--- src/rtl/ping_pong_arbiter_if.sv ---
// -----------------------------------------------------------------------------
// ping_pong_arbiter_if
//
// Purpose: bundles every non-clock signal between the ping-pong arbiter, its
// two requesters (A and B) and the shared ping-pong counter.
//
// Parameters:
//   WIDTH - counter value width (min/max/out)
//   BW    - bounce-count width
//
// Signal groups:
//   requester A/B -> arbiter : req_x, min_x, max_x, bounce_x, flip_x
//   arbiter -> requester A/B : gnt_x, done_x, err_x
//   arbiter -> counter       : cnt_rst_n, cnt_enable, cnt_flip, cnt_min, cnt_max
//   counter -> arbiter       : cnt_direction, cnt_out
//
// Handshake: a requester raises req_x together with stable min_x/max_x/
// bounce_x and keeps req_x high until it sees a one-cycle done_x (session
// completed) or err_x (session rejected or aborted). gnt_x is high while the
// requester owns the counter. Dropping req_x while granted aborts the session
// and is answered with err_x. Range and bounce inputs are sampled only at the
// arbitration edge; later changes have no effect on the running session.
//
// Modports:
//   slave  - the arbiter's view
//   master - the environment's view (requesters plus counter)
// -----------------------------------------------------------------------------
interface ping_pong_arbiter_if #(
    parameter int WIDTH = 4,
    parameter int BW    = 8
);
    // Requester side
    logic             req_a;
    logic             req_b;
    logic [WIDTH-1:0] min_a;
    logic [WIDTH-1:0] max_a;
    logic [WIDTH-1:0] min_b;
    logic [WIDTH-1:0] max_b;
    logic [BW-1:0]    bounce_a;
    logic [BW-1:0]    bounce_b;
    logic             flip_a;
    logic             flip_b;
    logic             gnt_a;
    logic             gnt_b;
    logic             done_a;
    logic             done_b;
    logic             err_a;
    logic             err_b;

    // Counter side
    logic             cnt_rst_n;
    logic             cnt_enable;
    logic             cnt_flip;
    logic [WIDTH-1:0] cnt_min;
    logic [WIDTH-1:0] cnt_max;
    logic             cnt_direction;
    logic [WIDTH-1:0] cnt_out;

    modport slave (
        input  req_a, req_b,
        input  min_a, max_a, min_b, max_b,
        input  bounce_a, bounce_b,
        input  flip_a, flip_b,
        output gnt_a, gnt_b,
        output done_a, done_b,
        output err_a, err_b,
        output cnt_rst_n, cnt_enable, cnt_flip,
        output cnt_min, cnt_max,
        input  cnt_direction, cnt_out
    );

    modport master (
        output req_a, req_b,
        output min_a, max_a, min_b, max_b,
        output bounce_a, bounce_b,
        output flip_a, flip_b,
        input  gnt_a, gnt_b,
        input  done_a, done_b,
        input  err_a, err_b,
        input  cnt_rst_n, cnt_enable, cnt_flip,
        input  cnt_min, cnt_max,
        output cnt_direction, cnt_out
    );
endinterface

--- src/rtl/ping_pong_arbiter.sv ---
// -----------------------------------------------------------------------------
// ping_pong_arbiter
//
// Purpose: shares one ping-pong counter between two requesters (A, B). The
// winner of a round-robin arbitration gets the counter reset and configured
// with its own [min, max] range, the counter is run until the requested
// number of direction reversals has been observed, and a done pulse is
// returned to the owner. Invalid ranges (min >= max) are rejected and a
// dropped request during a session aborts it; both answer with an err pulse.
//
// Parameters:
//   WIDTH - counter value width (min/max/out)
//   BW    - bounce-count width
//
// Ports:
//   clk      in   rising-edge clock
//   rst      in   asynchronous reset, active high
//   bus      if   ping_pong_arbiter_if.slave (requester + counter signals)
//   state_o  out  current FSM state (0 IDLE, 1 LOAD, 2 RUN, 3 DONE)
//
// Optional feature: define PPA_FLIP_EN to forward the owner's flip request to
// the counter (registered, one cycle of latency, only in RUN). Without it
// cnt_flip is constant 0 and flip_a/flip_b are ignored.
//
// Timing note: every output is a register loaded from a decode of the
// current state, so outputs trail the state by one cycle. A request sampled
// in IDLE shows up as gnt/cnt_rst_n=0 one edge later, and the done/err pulse
// appears on the IDLE cycle that follows DONE (with gnt already low).
// -----------------------------------------------------------------------------
module ping_pong_arbiter #(
    parameter int WIDTH = 4,
    parameter int BW    = 8
) (
    input  logic                 clk,
    input  logic                 rst,
    ping_pong_arbiter_if.slave   bus,
    output logic [1:0]           state_o
);

    typedef enum logic [1:0] {
        IDLE = 2'd0,
        LOAD = 2'd1,
        RUN  = 2'd2,
        DONE = 2'd3
    } state_e;

    // Requester encoding used by owner/last: 0 = A, 1 = B
    localparam logic SEL_A = 1'b0;
    localparam logic SEL_B = 1'b1;

    // -------------------------------------------------------------------------
    // Control state
    // -------------------------------------------------------------------------
    state_e           state_q,    state_d;
    logic             owner_q,    owner_d;
    logic             last_q,     last_d;
    logic             abort_q,    abort_d;      // DONE reached by reject/abort
    logic [WIDTH-1:0] min_q,      min_d;
    logic [WIDTH-1:0] max_q,      max_d;
    logic [BW-1:0]    bounce_q,   bounce_d;
    logic [BW-1:0]    rev_cnt_q,  rev_cnt_d;
    logic             prev_dir_q, prev_dir_d;

    // -------------------------------------------------------------------------
    // Registered outputs
    // -------------------------------------------------------------------------
    logic             gnt_a_q,      gnt_a_d;
    logic             gnt_b_q,      gnt_b_d;
    logic             done_a_q,     done_a_d;
    logic             done_b_q,     done_b_d;
    logic             err_a_q,      err_a_d;
    logic             err_b_q,      err_b_d;
    logic             cnt_rst_n_q,  cnt_rst_n_d;
    logic             cnt_enable_q, cnt_enable_d;
    logic             cnt_flip_q,   cnt_flip_d;
    logic [WIDTH-1:0] cnt_min_q,    cnt_min_d;
    logic [WIDTH-1:0] cnt_max_q,    cnt_max_d;

    // -------------------------------------------------------------------------
    // Arbitration helpers
    // -------------------------------------------------------------------------
    logic             any_req;
    logic             pick_b;
    logic [WIDTH-1:0] sel_min;
    logic [WIDTH-1:0] sel_max;
    logic [BW-1:0]    sel_bounce;
    logic             req_own;
    logic             reversal;
    logic [BW-1:0]    rev_inc;

    assign any_req = bus.req_a | bus.req_b;

    // B wins when it is the only requester, or on a tie when A was served last.
    assign pick_b     = bus.req_b && (!bus.req_a || (last_q == SEL_A));
    assign sel_min    = pick_b ? bus.min_b    : bus.min_a;
    assign sel_max    = pick_b ? bus.max_b    : bus.max_a;
    assign sel_bounce = pick_b ? bus.bounce_b : bus.bounce_a;

    assign req_own  = (owner_q == SEL_B) ? bus.req_b : bus.req_a;
    assign reversal = (bus.cnt_direction != prev_dir_q);
    assign rev_inc  = rev_cnt_q + BW'(1);

    // -------------------------------------------------------------------------
    // Next-state logic
    // -------------------------------------------------------------------------
    always_comb begin
        state_d    = state_q;
        owner_d    = owner_q;
        last_d     = last_q;
        abort_d    = abort_q;
        min_d      = min_q;
        max_d      = max_q;
        bounce_d   = bounce_q;
        rev_cnt_d  = rev_cnt_q;
        prev_dir_d = prev_dir_q;

        case (state_q)
            IDLE: begin
                if (any_req) begin
                    owner_d  = pick_b ? SEL_B : SEL_A;
                    min_d    = sel_min;
                    max_d    = sel_max;
                    bounce_d = sel_bounce;
                    if (sel_min >= sel_max) begin
                        // Empty or inverted range: answer with err, never grant.
                        abort_d = 1'b1;
                        state_d = DONE;
                    end else begin
                        abort_d = 1'b0;
                        state_d = LOAD;
                    end
                end
            end

            LOAD: begin
                rev_cnt_d  = '0;
                prev_dir_d = 1'b1;          // counter leaves reset counting up
                state_d    = (bounce_q == '0) ? DONE : RUN;
            end

            RUN: begin
                if (!req_own) begin
                    abort_d = 1'b1;
                    state_d = DONE;
                end else if (cnt_enable_q) begin
                    // Direction is only trusted once the counter is enabled:
                    // during the first RUN cycle it is still being held in
                    // reset and may show the previous session's direction.
                    prev_dir_d = bus.cnt_direction;
                    if (reversal) begin
                        rev_cnt_d = rev_inc;
                        if (rev_inc == bounce_q) begin
                            state_d = DONE;
                        end
                    end
                end
            end

            DONE: begin
                last_d  = owner_q;
                state_d = IDLE;
            end

            default: begin
                state_d = IDLE;
            end
        endcase
    end

    // -------------------------------------------------------------------------
    // Output decode (loaded into the output registers)
    // -------------------------------------------------------------------------
    logic own_a;
    logic own_b;
    logic granted;

    assign own_a   = (owner_q == SEL_A);
    assign own_b   = (owner_q == SEL_B);
    assign granted = (state_q == LOAD) || (state_q == RUN);

    always_comb begin
        gnt_a_d      = granted && own_a;
        gnt_b_d      = granted && own_b;
        done_a_d     = (state_q == DONE) && !abort_q && own_a;
        done_b_d     = (state_q == DONE) && !abort_q && own_b;
        err_a_d      = (state_q == DONE) &&  abort_q && own_a;
        err_b_d      = (state_q == DONE) &&  abort_q && own_b;
        cnt_rst_n_d  = (state_q != LOAD);
        cnt_enable_d = (state_q == RUN);
        cnt_min_d    = cnt_min_q;
        cnt_max_d    = cnt_max_q;
        // Range is only pushed to the counter during LOAD and is held
        // afterwards, so it survives until the next session starts.
        if (state_q == LOAD) begin
            cnt_min_d = min_q;
            cnt_max_d = max_q;
        end
    end

`ifdef PPA_FLIP_EN
    logic flip_own;
    logic unused_cnt_out;

    // Only the current owner may flip the counter; the other flip is dropped.
    assign flip_own       = own_b ? bus.flip_b : bus.flip_a;
    assign cnt_flip_d     = (state_q == RUN) && flip_own;
    assign unused_cnt_out = ^bus.cnt_out;
`else
    logic unused_inputs;

    assign cnt_flip_d    = 1'b0;
    assign unused_inputs = ^{bus.cnt_out, bus.flip_a, bus.flip_b};
`endif

    // -------------------------------------------------------------------------
    // State and output registers
    // -------------------------------------------------------------------------
    always_ff @(posedge clk or posedge rst) begin
        if (rst) begin
            state_q      <= IDLE;
            owner_q      <= SEL_A;
            last_q       <= SEL_B;      // so A wins the first tie
            abort_q      <= 1'b0;
            min_q        <= '0;
            max_q        <= '0;
            bounce_q     <= '0;
            rev_cnt_q    <= '0;
            prev_dir_q   <= 1'b1;
            gnt_a_q      <= 1'b0;
            gnt_b_q      <= 1'b0;
            done_a_q     <= 1'b0;
            done_b_q     <= 1'b0;
            err_a_q      <= 1'b0;
            err_b_q      <= 1'b0;
            cnt_rst_n_q  <= 1'b1;
            cnt_enable_q <= 1'b0;
            cnt_flip_q   <= 1'b0;
            cnt_min_q    <= '0;
            cnt_max_q    <= '0;
        end else begin
            state_q      <= state_d;
            owner_q      <= owner_d;
            last_q       <= last_d;
            abort_q      <= abort_d;
            min_q        <= min_d;
            max_q        <= max_d;
            bounce_q     <= bounce_d;
            rev_cnt_q    <= rev_cnt_d;
            prev_dir_q   <= prev_dir_d;
            gnt_a_q      <= gnt_a_d;
            gnt_b_q      <= gnt_b_d;
            done_a_q     <= done_a_d;
            done_b_q     <= done_b_d;
            err_a_q      <= err_a_d;
            err_b_q      <= err_b_d;
            cnt_rst_n_q  <= cnt_rst_n_d;
            cnt_enable_q <= cnt_enable_d;
            cnt_flip_q   <= cnt_flip_d;
            cnt_min_q    <= cnt_min_d;
            cnt_max_q    <= cnt_max_d;
        end
    end

    // -------------------------------------------------------------------------
    // Port drive
    // -------------------------------------------------------------------------
    assign bus.gnt_a      = gnt_a_q;
    assign bus.gnt_b      = gnt_b_q;
    assign bus.done_a     = done_a_q;
    assign bus.done_b     = done_b_q;
    assign bus.err_a      = err_a_q;
    assign bus.err_b      = err_b_q;
    assign bus.cnt_rst_n  = cnt_rst_n_q;
    assign bus.cnt_enable = cnt_enable_q;
    assign bus.cnt_flip   = cnt_flip_q;
    assign bus.cnt_min    = cnt_min_q;
    assign bus.cnt_max    = cnt_max_q;

    assign state_o = state_q;

endmodule

--- src/flat_wrapper.sv ---
// flat-port wrapper written by rule: the top's interface ports become plain ports
module ping_pong_arbiter_flat 
#(
    parameter int WIDTH = 4,
    parameter int BW    = 8
)
  (clk, rst, state_o, bus_req_a, bus_req_b, bus_min_a, bus_max_a, bus_min_b, bus_max_b, bus_bounce_a, bus_bounce_b, bus_flip_a, bus_flip_b, bus_gnt_a, bus_gnt_b, bus_done_a, bus_done_b, bus_err_a, bus_err_b, bus_cnt_rst_n, bus_cnt_enable, bus_cnt_flip, bus_cnt_min, bus_cnt_max, bus_cnt_direction, bus_cnt_out);
  ping_pong_arbiter_if #(.WIDTH(WIDTH), .BW(BW)) bus_i ();
  input  logic clk;
  input  logic rst;
  output logic [1:0] state_o;
  input wire logic [$bits(bus_i.req_a)-1:0] bus_req_a;
  input wire logic [$bits(bus_i.req_b)-1:0] bus_req_b;
  input wire logic [$bits(bus_i.min_a)-1:0] bus_min_a;
  input wire logic [$bits(bus_i.max_a)-1:0] bus_max_a;
  input wire logic [$bits(bus_i.min_b)-1:0] bus_min_b;
  input wire logic [$bits(bus_i.max_b)-1:0] bus_max_b;
  input wire logic [$bits(bus_i.bounce_a)-1:0] bus_bounce_a;
  input wire logic [$bits(bus_i.bounce_b)-1:0] bus_bounce_b;
  input wire logic [$bits(bus_i.flip_a)-1:0] bus_flip_a;
  input wire logic [$bits(bus_i.flip_b)-1:0] bus_flip_b;
  output wire logic [$bits(bus_i.gnt_a)-1:0] bus_gnt_a;
  output wire logic [$bits(bus_i.gnt_b)-1:0] bus_gnt_b;
  output wire logic [$bits(bus_i.done_a)-1:0] bus_done_a;
  output wire logic [$bits(bus_i.done_b)-1:0] bus_done_b;
  output wire logic [$bits(bus_i.err_a)-1:0] bus_err_a;
  output wire logic [$bits(bus_i.err_b)-1:0] bus_err_b;
  output wire logic [$bits(bus_i.cnt_rst_n)-1:0] bus_cnt_rst_n;
  output wire logic [$bits(bus_i.cnt_enable)-1:0] bus_cnt_enable;
  output wire logic [$bits(bus_i.cnt_flip)-1:0] bus_cnt_flip;
  output wire logic [$bits(bus_i.cnt_min)-1:0] bus_cnt_min;
  output wire logic [$bits(bus_i.cnt_max)-1:0] bus_cnt_max;
  input wire logic [$bits(bus_i.cnt_direction)-1:0] bus_cnt_direction;
  input wire logic [$bits(bus_i.cnt_out)-1:0] bus_cnt_out;
  assign bus_i.req_a = bus_req_a;
  assign bus_i.req_b = bus_req_b;
  assign bus_i.min_a = bus_min_a;
  assign bus_i.max_a = bus_max_a;
  assign bus_i.min_b = bus_min_b;
  assign bus_i.max_b = bus_max_b;
  assign bus_i.bounce_a = bus_bounce_a;
  assign bus_i.bounce_b = bus_bounce_b;
  assign bus_i.flip_a = bus_flip_a;
  assign bus_i.flip_b = bus_flip_b;
  assign bus_gnt_a = bus_i.gnt_a;
  assign bus_gnt_b = bus_i.gnt_b;
  assign bus_done_a = bus_i.done_a;
  assign bus_done_b = bus_i.done_b;
  assign bus_err_a = bus_i.err_a;
  assign bus_err_b = bus_i.err_b;
  assign bus_cnt_rst_n = bus_i.cnt_rst_n;
  assign bus_cnt_enable = bus_i.cnt_enable;
  assign bus_cnt_flip = bus_i.cnt_flip;
  assign bus_cnt_min = bus_i.cnt_min;
  assign bus_cnt_max = bus_i.cnt_max;
  assign bus_i.cnt_direction = bus_cnt_direction;
  assign bus_i.cnt_out = bus_cnt_out;
  ping_pong_arbiter #(.WIDTH(WIDTH), .BW(BW)) u_core (.clk(clk), .rst(rst), .bus(bus_i), .state_o(state_o));
endmodule
--- config.mk ---
export PLATFORM = sky130hd
export DESIGN_NAME = ping_pong_arbiter_flat
export DESIGN_NICKNAME = d
export VERILOG_FILES = /design/src/rtl/ping_pong_arbiter_if.sv /design/src/rtl/ping_pong_arbiter.sv /design/src/flat_wrapper.sv
export SDC_FILE = /design/constraint.sdc
export NUM_CORES = 1
export LEC_CHECK = 0
export ABC_AREA = 1
export ABC_CLOCK_PERIOD_IN_PS = 3810
export BUFFER_PORTS_ARGS = -buffer_cell sky130_fd_sc_hd__buf_2
export CAP_MARGIN = 10
export CORE_UTILIZATION = 50
export CTS_CLUSTER_SIZE = 24
export DETAILED_ROUTE_END_ITERATION = 16
export MAX_ROUTING_LAYER = met4
export PLACE_DENSITY_LB_ADDON = 0.12
export SETUP_SLACK_MARGIN = 0.4
export SLEW_MARGIN = 20
export SYNTH_ARGS = -nofsm -noshare
export SYNTH_HDL_FRONTEND = slang
export SYNTH_SLANG_ARGS = --single-unit
--- constraint.sdc ---
create_clock -name clk -period 3.81 [get_ports clk]
set_input_delay 0.381 -clock clk [delete_from_list [all_inputs] [get_ports clk]]
set_output_delay 0.381 -clock clk [all_outputs]
set_load 0.01 [all_outputs]
After elaboration in Yosys (flattened, before gate mapping) --
Cells that the tools add are included.
Word-level totals: output and inout port bits 19, word-level logic and storage cells 84, register bits 46, input port bits 43
Cells by class: bitwise logic cells 3, equality and inequality tests 14, reductions and logical operators 22, order comparisons 1, multiplexer cells 24, $add $sub $neg 1
Operator list (count):
- $mux W8 | 4
- $pmux W8 S2 | 1
- $mux W2 | 6
- $logic_and A1 B1 Y1 | 9
- $add A8 B1 Y8 const B | 1
- $eq A8 B8 Y1 | 1
- $logic_not A8 Y1 | 1
- $mux W1 | 8
- $mux W4 | 2
- $pmux W2 S4 | 1
- $reduce_and A4 Y1 | 2
- $ne A2 B1 Y1 const B | 3
- $ne A2 B2 Y1 const B | 3
- $ne A3 B3 Y1 const B | 2
- $reduce_and A3 Y1 | 2
- $eq A2 B2 Y1 const B | 2
- $ge A4 B4 Y1 | 1
- $pmux W1 S2 | 2
- $reduce_bool A2 Y1 | 2
- $ne A3 B2 Y1 const B | 1
- $eq A2 B1 Y1 const B | 1
- $logic_not A1 Y1 | 2
- $logic_not A2 Y1 | 1
- $logic_or A1 B1 Y1 | 2
- 4 further kinds | 5

Logic depth before layout (Yosys ltp) --
Gate-level depths: netlist of run 1.
word-level depth 8, depth in mapped cells 14, mapped depth without buffers 14

Least setup slack after synthesis of run 1 --
No wires, ideal clock.
path type reg-to-reg, start register u_core.last_q, end register u_core.state_q[1] (netlist: u_core.state_o[1]), slack 1.850 ns, period minus slack after synthesis 1.960 ns, cell stages (with the launch flop) 14, library setup time 0.117 ns, data arrival time 1.843 ns, required time 3.693 ns, buffers on the path 1, path through dfstp_2 nand2_1 nand2_1 inv_1 buf_2 nand2_1 nand2_1 ha_1 o211ai_1 nand3_1 nand2_1 o21ai_0 nand3_1 nand2_1
On the way: cells in the longest elaborated chain, start to end 8, elaborated cells on any way between the ends 9, classes of those cells order compare (1); mux (5); bitwise (1); reduce/logical (2)
Ends and longest elaborated chain:
- from (decl) | RTL line ping_pong_arbiter.sv:56 | logic last_q, last_d;
- from (signal assigned) | RTL line ping_pong_arbiter.sv:243 | last_q <= last_d;
- $not A1 Y1 | RTL line ping_pong_arbiter.sv:94 | assign pick_b = bus.req_b && (!bus.req_a || (last_q == SEL_A));
- $logic_or A1 B1 Y1 | RTL line ping_pong_arbiter.sv:94
- $logic_and A1 B1 Y1 | RTL line ping_pong_arbiter.sv:94
- $mux W4 | RTL line ping_pong_arbiter.sv:95 | assign sel_min = pick_b ? bus.min_b : bus.min_a;
- named net u_core.sel_min[2] | RTL line ping_pong_arbiter.sv:84 | logic [WIDTH-1:0] sel_min;
- $ge A4 B4 Y1 | RTL line ping_pong_arbiter.sv:124 | if (sel_min >= sel_max) begin
- $mux W2 | RTL line ping_pong_arbiter.sv:124
- $mux W2 | RTL line ping_pong_arbiter.sv:119 | if (any_req) begin
- $pmux W2 S4 | RTL line ping_pong_arbiter.sv:117 | case (state_q)
- to (signal assigned) | RTL line ping_pong_arbiter.sv:241 | state_q <= state_d;
- to (decl) | RTL line ping_pong_arbiter.sv:54 | state_e state_q, state_d;
The timed path passes the listed nets, and every way through them passes these cells. The select of a mux whose other input is x is not followed. A chain may end at the register's enable or synchronous reset.

Worst setup path after layout of run 1 --
start register u_core.state_q[0] (netlist: u_core.state_o[0]), end register u_core.abort_q
On the way: cells in the longest elaborated chain, start to end 3, elaborated cells on any way between the ends 7, classes of those cells eq/ne (3); mux (1); reduce/logical (3)
Ends and longest elaborated chain:
- $eq A2 B2 Y1 or $logic_not A2 Y1 (tied branches) | RTL line ping_pong_arbiter.sv:117
- $ne A2 B2 Y1 (no source line) (tied with other cells)
- $reduce_and A3 Y1 (no source line)
- to (signal assigned) | RTL line ping_pong_arbiter.sv:244 | abort_q <= abort_d;
- to (decl) | RTL line ping_pong_arbiter.sv:57 | logic abort_q, abort_d;
Parallel ways exist; a longest one is shown, timed or not.

==> results of run 1 <==
## power groups by stage
stage | Clock (mW) | Combinational [mW] | Sequential, mW
2_1_floorplan | 0 | 0.612 | 0.822
3_3_place_gp | 0 | 0.843 | 0.808
3_5_place_dp | 0 | 0.868 | 0.813
4_1_cts | 0.309 | 0.869 | 0.805
5_1_grt | 0.329 | 0.983 | 0.829
6_report | 0.300 | 0.859 | 0.805
## cells by family (layout without fill, tap and decap cells)
kind of cell    Yosys count  count (layout)  synth area share, %
flops                    46              46                 48.2
fa+ha+maj                 9               9                 4.70
mux                       4               4                 1.67
compound gates           51              51                 12.2
buf+inv                  45              99                 7.52
simple gates            142             142                 25.6
other cells               1               1                0.156
## path summary, 6_finish.rpt
kind,startpoint,to,slack (ns),cells after the start
worst min register to register,u_core.last_q$_DFFE_PP1N_,u_core.last_q$_DFFE_PP1N_,0.47,2
worst min-delay path,rst,u_core.bus.cnt_min[1]$_DFFE_PP0P_,0.20,3
min in group clk,bus_bounce_b[6],u_core.bounce_q[6]$_DFFE_PP0P_,0.34,3
worst max-delay path,u_core.state_o[0]$_DFFE_PP0P_,u_core.abort_q$_DFFE_PP0P_,1.36,7
worst max register to register,u_core.state_o[0]$_DFFE_PP0P_,u_core.abort_q$_DFFE_PP0P_,1.36,7
max in group asynchronous,rst,u_core.bounce_q[2]$_DFFE_PP0P_,3.20,3
## area by class of cell
type	count	area, sq um	area share [%]
Sequential cell	46	1150	41.5
Multi-Input combinational cell	207	1060	38.1
Timing Repair Buffer	56	285	10.2
Inverter	35	131	4.72
Clock buffer	6	72.6	2.61
Tap cell	52	65.1	2.34
Clock inverter	2	13.8	0.494
## synthesized netlist by cell type (4+ instances only)
| master | count |
|---|---|
| nand2_1 | 82 |
| dfrtp_1 | 43 |
| inv_1 | 33 |
| nor2_1 | 24 |
| o21ai_0 | 21 |
| nand3_1 | 17 |
| o22ai_1 | 12 |
| ha_1 | 9 |
| o21ai_1 | 7 |
| buf_2 | 6 |
| nand4_1 | 5 |
| mux2i_1 | 4 |
| nand2_2 | 4 |
## worst reg2reg max path, stage by stage (launching register included)
cell     delay [ns]
dfrtp_1        0.45
inv_1          0.15
ha_1           0.25
inv_1          0.08
a21oi_2        0.69
inv_1          0.39
nor3_1         0.28
nor2_1         0.06
## routing by layer
metal,up-vias,track usage (%),wire length [um]
met2,47,36.0,2500
met4,0,8.22,102
met3,11,4.22,242
met5,-,-,0
met1,922,30.5,2400
li1,1069,-,-
## per-stage QoR
stage / hold WS [ns] / instances / utilization (%)
after floorplan: 0.442 / 298 / -
after CTS: 0.223 / 404 / 62.2
after global routing: 0.253 / 404 / 62.2
after global placement: 0.451 / 396 / 60.3
final: 0.201 / 404 / 62.2
after detailed placement: 0.454 / 396 / 60.3
## sequential cells by signal, indices dropped and copies added (netlist names), 2 cells and up
| register | flops |
|---|---|
| u_core.min_q | 4 |
| u_core.bounce_q | 8 |
| u_core.rev_cnt_q | 8 |
| u_core.state_o | 2 |
| u_core.max_q | 4 |
| u_core.bus.cnt_max | 4 |
| u_core.bus.cnt_min | 4 |
==> results.cfg, run 1 <==
[status]
status = finished, final reports clean

[critical_path]
worstPathCellList = inv_1 > ha_1 > inv_1 > a21oi_2 > inv_1 > nor3_1 > nor2_1
slowest_delay_ns = 0.68
critical_path_class = flop to flop
cp_max_fo = 25
crit_slowest_cell = a21oi_2
critPathTopFamily = compound AO/OA/AOI/OAI gates
cp-end-kind = flop
cp_common_cell = inv_1
worstPathRequired_ns = 4.01
crit_path_start_kind = flop
cp_num_buf_inv = 3
critPathArrivalTime_ns = 2.65

[routing]
drtAntennaViolNets = 0
via_per_inst = 5.07
drtIter0Drc = 95
wl_um = 5240
wl_per_cell_um = 13.0
vias = 2049
route.detailed.drc = 0
firstDrtPassIters = 4

[clock_network]
clockRootBuffer = clkbuf_8
cts.sinks = 46
insertion_delay_ns = 0.31
ctsHoldBuffers = 0
ctsResizeCount = 0
clockBufferDepth = 2
cts_tree = done
htree_levels = 2
cts_setup_buffers = 0
cts_buffers = 5
cts.clk_slew.worst_paths_ns = 0.09

[power]
power.share.sequential_pct = 41.0
peakVddDrop_v = 0.000372
p_comb_share_pct = 43.7
switching_power_uw = 838
p_total_mw = 1.96
p_clk_share_pct = 15.3
p_int_mw = 1.13
swShare_pct = 42.7
power_density_mw_per_mm2 = 705
p_leak_nw = 1.45

[timing]
final_max_slew_viol_count = 0
timing.final.crit_share_pct = 64.4
hold_viol_final = 0
worst_slew_pin_slew_ns = 0.937
fin_ws_ns = 1.36
fmax_mhz = 408
setup-violations-final = 0
setup_tns_ns = 0
finalClockSkew_ns = 0.0102
finalCriticalPeriod_ns = 2.45
timing.slew.headroom_pct = 37.5
rsz0062_at_grt = false

[yosys]
ys_warn_count = 0
synth-seq-area-share_pct = 48.2
syn-mean-instance-area_sq_um = 8.04
mappedNetlistArea_sq_mm = 0.00240
synth-main-ff-cell = dfrtp_1
synth.largest_area_cell = dfrtp_1
synth_edf_count = 0
synth_top_area_share_pct = 44.9
synth.distinct_cells = 31
yosys_register_bits = 46
synth_area_leaders = dfrtp_1, nand2_1, inv_1
syn_nets = 350
syn_inst = 298
async_flop_share_pct = 100

[cells_and_area]
area_growth_pct = 16.2
final_cell_mix = nand2_1, buf_2, dfrtp_1
layout-drive-gt1-share_pct = 23.0
final_common_cell = nand2_1
design_area_sq_mm = 0.00279
fillers = 412
layout.nets = 403
n_antenna_cell = 0

[floorplan]
core_area_sq_mm = 0.00447
die_w_um = 71.2
die_y_um = 71.2
die-area_sq_mm = 0.00508
rows = 24
ios = 62
start_util_pct = 53.6

[grt]
grt_antenna_before_repair = 0
grt_pass1_wl_um = 8730
grt.total_usage_pct = 23.1
grt_max_degree = 47
grt_pass1_vias = 1919
grt-ovfl-total = 0

[place]
dp_hpwl_um = 3910
pre_cts_ws_ns = 1.35
portBuffers = 54
postPlaceCellArea_sq_mm = 0.00270
place.gp.congestion = 0.827

[hold_path]
worstHoldPathType = input port to async pin

[job]
cap_violations = 0
No activity file was read; power rests on OpenSTA's default activity.
==> run 2, diff against run 1 <==
ABC_AREA = 0   (was 1)
ABC_CLOCK_PERIOD_IN_PS = 2480   (was 3810)
clock period = 2.48 ns   (was 3.81 ns; I/O delays follow)
==> run 2 against run 1 <==
Setup slack lost 1.2 ns. Combinational power up 61%. Final area rose by 6.6%.
==> results.cfg, run 2 <==
[critical_path]
crit_slowest_cell = dfstp_2
cp-end-kind = flop
cp_max_fo = 6
worstPathCellList = a21boi_4 > buf_12 > mux2_4 > ha_4 > nand2b_4 > a21o_1 > a21o_1 > a21oi_2 > o22ai_1 > a22o_1
reg2reg_slack_ns = 0.19
cp_num_buf_inv = 1
critical_path_class = flop to flop
crit_path_start_kind = flop
worstPathRequired_ns = 2.68
cp_common_cell = a21o_1
slowest_delay_ns = 0.56
critPathLaunch = u_core.last_q$_DFFE_PP1N_
rr_startpoint = u_core.last_q$_DFFE_PP1N_
crit_cells = 10
critPathArrivalTime_ns = 2.50
reg2reg_depth = 10
crit_end = u_core.state_o[1]$_DFFE_PP0P_
worstReg2RegEnd = u_core.state_o[1]$_DFFE_PP0P_
critPathTopFamily = compound AO/OA/AOI/OAI gates

[routing]
drtAntennaViolNets = 0
wl_per_cell_um = 14.2
firstDrtPassIters = 6
via_per_inst = 5.45
wl_um = 4830
vias = 1857
route.detailed.drc = 0
drtIter0Drc = 113

[floorplan]
die_w_um = 70.9
start_util_pct = 53.4
rows = 24
die-area_sq_mm = 0.00503
core_area_sq_mm = 0.00444
ios = 62
die_y_um = 70.9

[place]
postPlaceCellArea_sq_mm = 0.00277
dp_hpwl_um = 3380
place.gp.congestion = 0.848
portBuffers = 54

[yosys]
ys_warn_count = 0
synth-seq-area-share_pct = 48.6
syn_inst = 228
syn_nets = 280
yosys_register_bits = 46
synth_top_area_share_pct = 45.3
synth_edf_count = 0
synth_area_leaders = dfrtp_1, mux2_2, mux2i_1
ys_top_cells_by_count = dfrtp_1, o21ai_0, nand2_1
syn-mean-instance-area_sq_um = 10.4
synth.largest_area_cell = dfrtp_1
synth.distinct_cells = 43
synth-main-ff-cell = dfrtp_1
mappedNetlistArea_sq_mm = 0.00237
synth_most_common_cell = dfrtp_1
async_flop_share_pct = 100

[cells_and_area]
layout-drive-gt1-share_pct = 36.0
fillers = 372
area_growth_pct = 25.0
seq_area_sq_mm = 0.00116
largest_registers = u_core.bounce_q: 8 flops, u_core.rev_cnt_q: 8 flops
layout.nets = 340
design_area_sq_mm = 0.00297
n_antenna_cell = 0
final_common_cell = buf_2
final_cell_mix = buf_2, dfrtp_1, nand2_1, o21ai_0, mux2_2
multi_input_area_sq_mm = 0.00125

[clock_network]
cts_tree = done
cts.clk_slew.worst_paths_ns = 0.09
cts.sinks = 46
htree_levels = 2
clockRootBuffer = clkbuf_8
cts_buffers = 5
insertion_delay_ns = 0.30
clockBufferDepth = 2
ctsHoldBuffers = 0

[timing]
final_max_slew_viol_count = 0
finalClockSkew_ns = 0.00809
finalCriticalPeriod_ns = 2.29
setup_tns_ns = 0
rsz0062_at_grt = true
setup-violations-final = 0
hold_viol_final = 0
fmax_mhz = 436
worst_slew_pin_slew_ns = 0.740
timing.final.crit_share_pct = 92.5
timing.slew.headroom_pct = 50.5

[power]
peakVddDrop_v = 0.000491
p_leak_nw = 1.40
power_density_mw_per_mm2 = 1070

[grt]
grt_pass1_wl_um = 7960
grt_antenna_before_repair = 0
grt.total_usage_pct = 21.0
grt_max_degree = 47
grt-ovfl-total = 0
grt_pass1_vias = 1740

[job]
cap_violations = 0

[hold_path]
worstHoldPathType = input port to async pin

[status]
status = finished, final reports clean
run 2: cell count changes in the layout (fill, tap and decap cells not counted), sizes merged, moves of 4 or more:
cell / delta
a21o: +4
buf: +7
inv: -24
mux2: +16
mux2i: +9
nand2: -62
nand3: -16
nand4: -4
nor2: -17
o22ai: -9
xnor2: +5
run 2: layout make-up:
class | instances | share of cell area [%]
sequential | 46 | 39.0
multi-input combinational | 163 | 42.3
clock inverter | 1 | 0.295
clock buffer | 7 | 2.91
inverter | 9 | 1.14
timing repair buffer | 63 | 12.2
tap | 52 | 2.19
run 2: per-stage QoR:
stage                     setup WS, ns  total power, mW  hold slack (ns)  utilization, %  std cells
after CTS                        0.178             3.10           0.0956            64.8        337
after floorplan                  0.303             2.22            0.444               -        228
after detailed placement         0.140             2.60            0.427            62.4        328
after global routing            0.0795             3.41            0.142            66.8        341
final                            0.186             3.16           0.0785            66.8        341
after global placement           0.140             2.56            0.422            62.4        328
run 2: power by group:
| group | leakage (nW) | total, mW | internal, mW | switching [mW] |
|---|---|---|---|---|
| clock network | 0.0489 | 0.490 | 0.231 | 0.259 |
| logic | 0.777 | 1.38 | 0.654 | 0.726 |
| registers | 0.574 | 1.29 | 1.06 | 0.230 |
run 2: worst min-delay path by stage:
stage | start | endpoint | depth (start not counted)
after floorplan | bus_bounce_a[5] | u_core.bounce_q[5]$_DFFE_PP0P_ | 2
after global placement | rst | u_core.bus.cnt_min[1]$_DFFE_PP0P_ | 3
after detailed placement | rst | u_core.bus.cnt_min[1]$_DFFE_PP0P_ | 3
after CTS | rst | u_core.bus.cnt_min[2]$_DFFE_PP0P_ | 3
after global routing | rst | u_core.bus.cnt_min[1]$_DFFE_PP0P_ | 3
final | rst | u_core.bus.cnt_min[2]$_DFFE_PP0P_ | 3
run 2: worst reg2reg max path: stages, from the launching register on:
cell	delay, ns
dfstp_2	0.56
a21boi_4	0.06
buf_12	0.14
mux2_4	0.32
ha_4	0.23
nand2b_4	0.13
a21o_1	0.15
a21o_1	0.16
a21oi_2	0.15
o22ai_1	0.09
a22o_1	0.21
run 2: logic make-up after synthesis:
group	share of synthesized area, %
xor gates and xnor gates	2.95
DFF	48.6
other	0.158
buffers and inverters	3.21
muxes	13.1
adders and majority gates	4.74
AOI/OAI and AO/OA	15.3
and+or+nand+nor	11.9
run 2: metal layers:
| layer | part of all wire, % | track usage, % | routed length, um |
|---|---|---|---|
| met5 | 0 | - | 0 |
| met4 | 1.7 | 6.44 | 82 |
| met3 | 4.8 | 4.70 | 233 |
| met2 | 46 | 31.6 | 2210 |
| met1 | 48 | 28.5 | 2300 |
run 2: repair_timing:
action                     CTS  global route
setup endpoints to repair    4             5
gates resized for setup      2             7
setup buffers                1             4
pin swaps                    1             6
==> run 3, diff against run 2 <==
CORE_MARGIN = 2   (was default)
==> run 3 against run 2 <==
Clock skew rose by 0.00086 ns. Critical path depth did not move. Maximum frequency fell by 0.61%. Sequential share of layout area fell by 0.15 points. First-iteration DRC count fell by 27%. Largest cell class unchanged. Non-clock buffer count rose by 6. Final cell count rose by 2.3%. Routed wire length rose by 3.5%. Sequential power barely moved. Total power fell by 0.30%. Setup slack got worse by 0.014 ns. Die area rose by 5.7%.
==> results.cfg, run 3 (synthesis gave the netlist of run 2 again) <==
[clock_network]
insertion_delay_ns = 0.30
htree_levels = 2
cts_tree = done
clockBufferDepth = 2
clockRootBuffer = clkbuf_8
cts_buffers = 5
cts.clk_slew.worst_paths_ns = 0.09
cts.sinks = 46

[cells_and_area]
layout-drive-gt1-share_pct = 36.9
layout.nets = 346
area_growth_pct = 25.5
design_area_sq_mm = 0.00298
final_common_cell = buf_2
final_cell_mix = buf_2, dfrtp_1, o21ai_0
n_antenna_cell = 0
largest_registers = u_core.bounce_q: 8 flops, u_core.rev_cnt_q: 8 flops

[floorplan]
die-area_sq_mm = 0.00532
die_w_um = 72.9
start_util_pct = 51.0
ios = 62
die_y_um = 72.9
core_area_sq_mm = 0.00466
rows = 25

[critical_path]
cp_max_fo = 6
critical_path_class = flop to flop
cp_common_cell = a21o_1
crit_slowest_cell = dfstp_2
slowest_delay_ns = 0.55
critPathTopFamily = compound AO/OA/AOI/OAI gates
crit_cells = 10
cp_num_buf_inv = 1
reg2reg_depth = 10
worstPathRequired_ns = 2.68
cp-end-kind = flop
critPathArrivalTime_ns = 2.51
critPathLaunch = u_core.last_q$_DFFE_PP1N_
crit_path_start_kind = flop
rr_startpoint = u_core.last_q$_DFFE_PP1N_
worstPathCellList = a21boi_2 > buf_12 > mux2_4 > ha_4 > nand2b_4 > a21o_1 > a21o_1 > a21oi_2 > o22ai_1 > a22o_1

[grt]
grt_max_degree = 25
grt.total_usage_pct = 21.2
grt_antenna_before_repair = 0
grt-ovfl-total = 0
grt_pass1_wl_um = 8290
grt_pass1_vias = 1765

[power]
peakVddDrop_v = 0.000602
p_total_mw = 3.15
p_leak_nw = 1.42
power_density_mw_per_mm2 = 1060

[routing]
drtAntennaViolNets = 0
vias = 1854
drtIter0Drc = 83
wl_um = 5000
firstDrtPassIters = 4
via_per_inst = 5.31
route.detailed.drc = 0
wl_per_cell_um = 14.3

[timing]
timing.final.crit_share_pct = 93.1
fmax_mhz = 433
setup_tns_ns = 0
worst_slew_pin_slew_ns = 0.857
setup-violations-final = 0
rsz0062_at_grt = true
finalClockSkew_ns = 0.00895
final_max_slew_viol_count = 0
timing.slew.headroom_pct = 42.5
finalCriticalPeriod_ns = 2.31
hold_viol_final = 0

[job]
cap_violations = 0

[place]
place.gp.congestion = 0.809
dp_hpwl_um = 3650
portBuffers = 54
postPlaceCellArea_sq_mm = 0.00280

[hold_path]
worstHoldPathType = input port to async pin

[status]
status = finished, final reports clean
[run 3: area by class of cell]
class | count | area, sq um
Sequential cell | 46 | 1160
Multi-Input combinational cell | 163 | 1230
Tap cell | 54 | 67.6
Clock buffer | 6 | 72.6
Timing Repair Buffer | 69 | 408
Clock inverter | 2 | 13.8
Inverter | 9 | 33.8
Fill cell | 385 | 1680
[run 3: where the power goes]
| group | switching (mW) | total [mW] | internal [mW] |
|---|---|---|---|
| clock | 0.258 | 0.457 | 0.199 |
| combinational | 0.742 | 1.42 | 0.673 |
| sequential | 0.218 | 1.28 | 1.06 |
| total | 1.22 | 3.15 | 1.94 |
[run 3: repair_timing]
item / in CTS / in global routing
pin swaps: 2 / 1
hold buffers: 0 / 0
endpoints found under the setup margin: 3 / 6
buffers inserted: 6 / 2
gates resized for setup: 4 / 1
hold endpoints to repair: 0 / 0
[run 3: worst register-to-register path: stages, from the launching register on]
cell	delay [ns]
dfstp_2	0.55
a21boi_2	0.06
buf_12	0.14
mux2_4	0.31
ha_4	0.23
nand2b_4	0.13
a21o_1	0.16
a21o_1	0.17
a21oi_2	0.17
o22ai_1	0.09
a22o_1	0.22
[run 3: per-layer routing]
layer	vias up	wire [um]	global-route usage, %
li1	938	-	-
met1	877	2390	27.3
met2	33	2390	34.2
met3	6	149	3.73
met4	0	71	6.38
met5	-	0	-
[run 3: final timing paths]
| check | end | slack (ns) |
|---|---|---|
| setup / recovery | u_core.state_o[1]$_DFFE_PP0P_ | 0.17 |
| hold / removal | u_core.max_q[3]$_DFFE_PP0P_ | 0.004 |
| setup reg to reg | u_core.state_o[1]$_DFFE_PP0P_ | 0.17 |
| hold reg to reg | u_core.max_q[2]$_DFFE_PP0P_ | 0.49 |
| max in group asynchronous | u_core.last_q$_DFFE_PP1N_ | 1.72 |
| min in group clk | u_core.bounce_q[1]$_DFFE_PP0P_ | 0.24 |
[run 3: stage by stage]
| step | hold WS [ns] | setup slack (ns) | std cells | utilization (%) |
|---|---|---|---|---|
| after floorplan | 0.444 | 0.303 | 228 | - |
| after global placement | 0.336 | 0.141 | 333 | 60.0 |
| after detailed placement | 0.336 | 0.118 | 333 | 60.0 |
| after CTS | 0.0121 | 0.161 | 347 | 63.5 |
| after global routing | 0.0512 | 0.100 | 349 | 63.9 |
| final | 0.00431 | 0.172 | 349 | 63.9 |
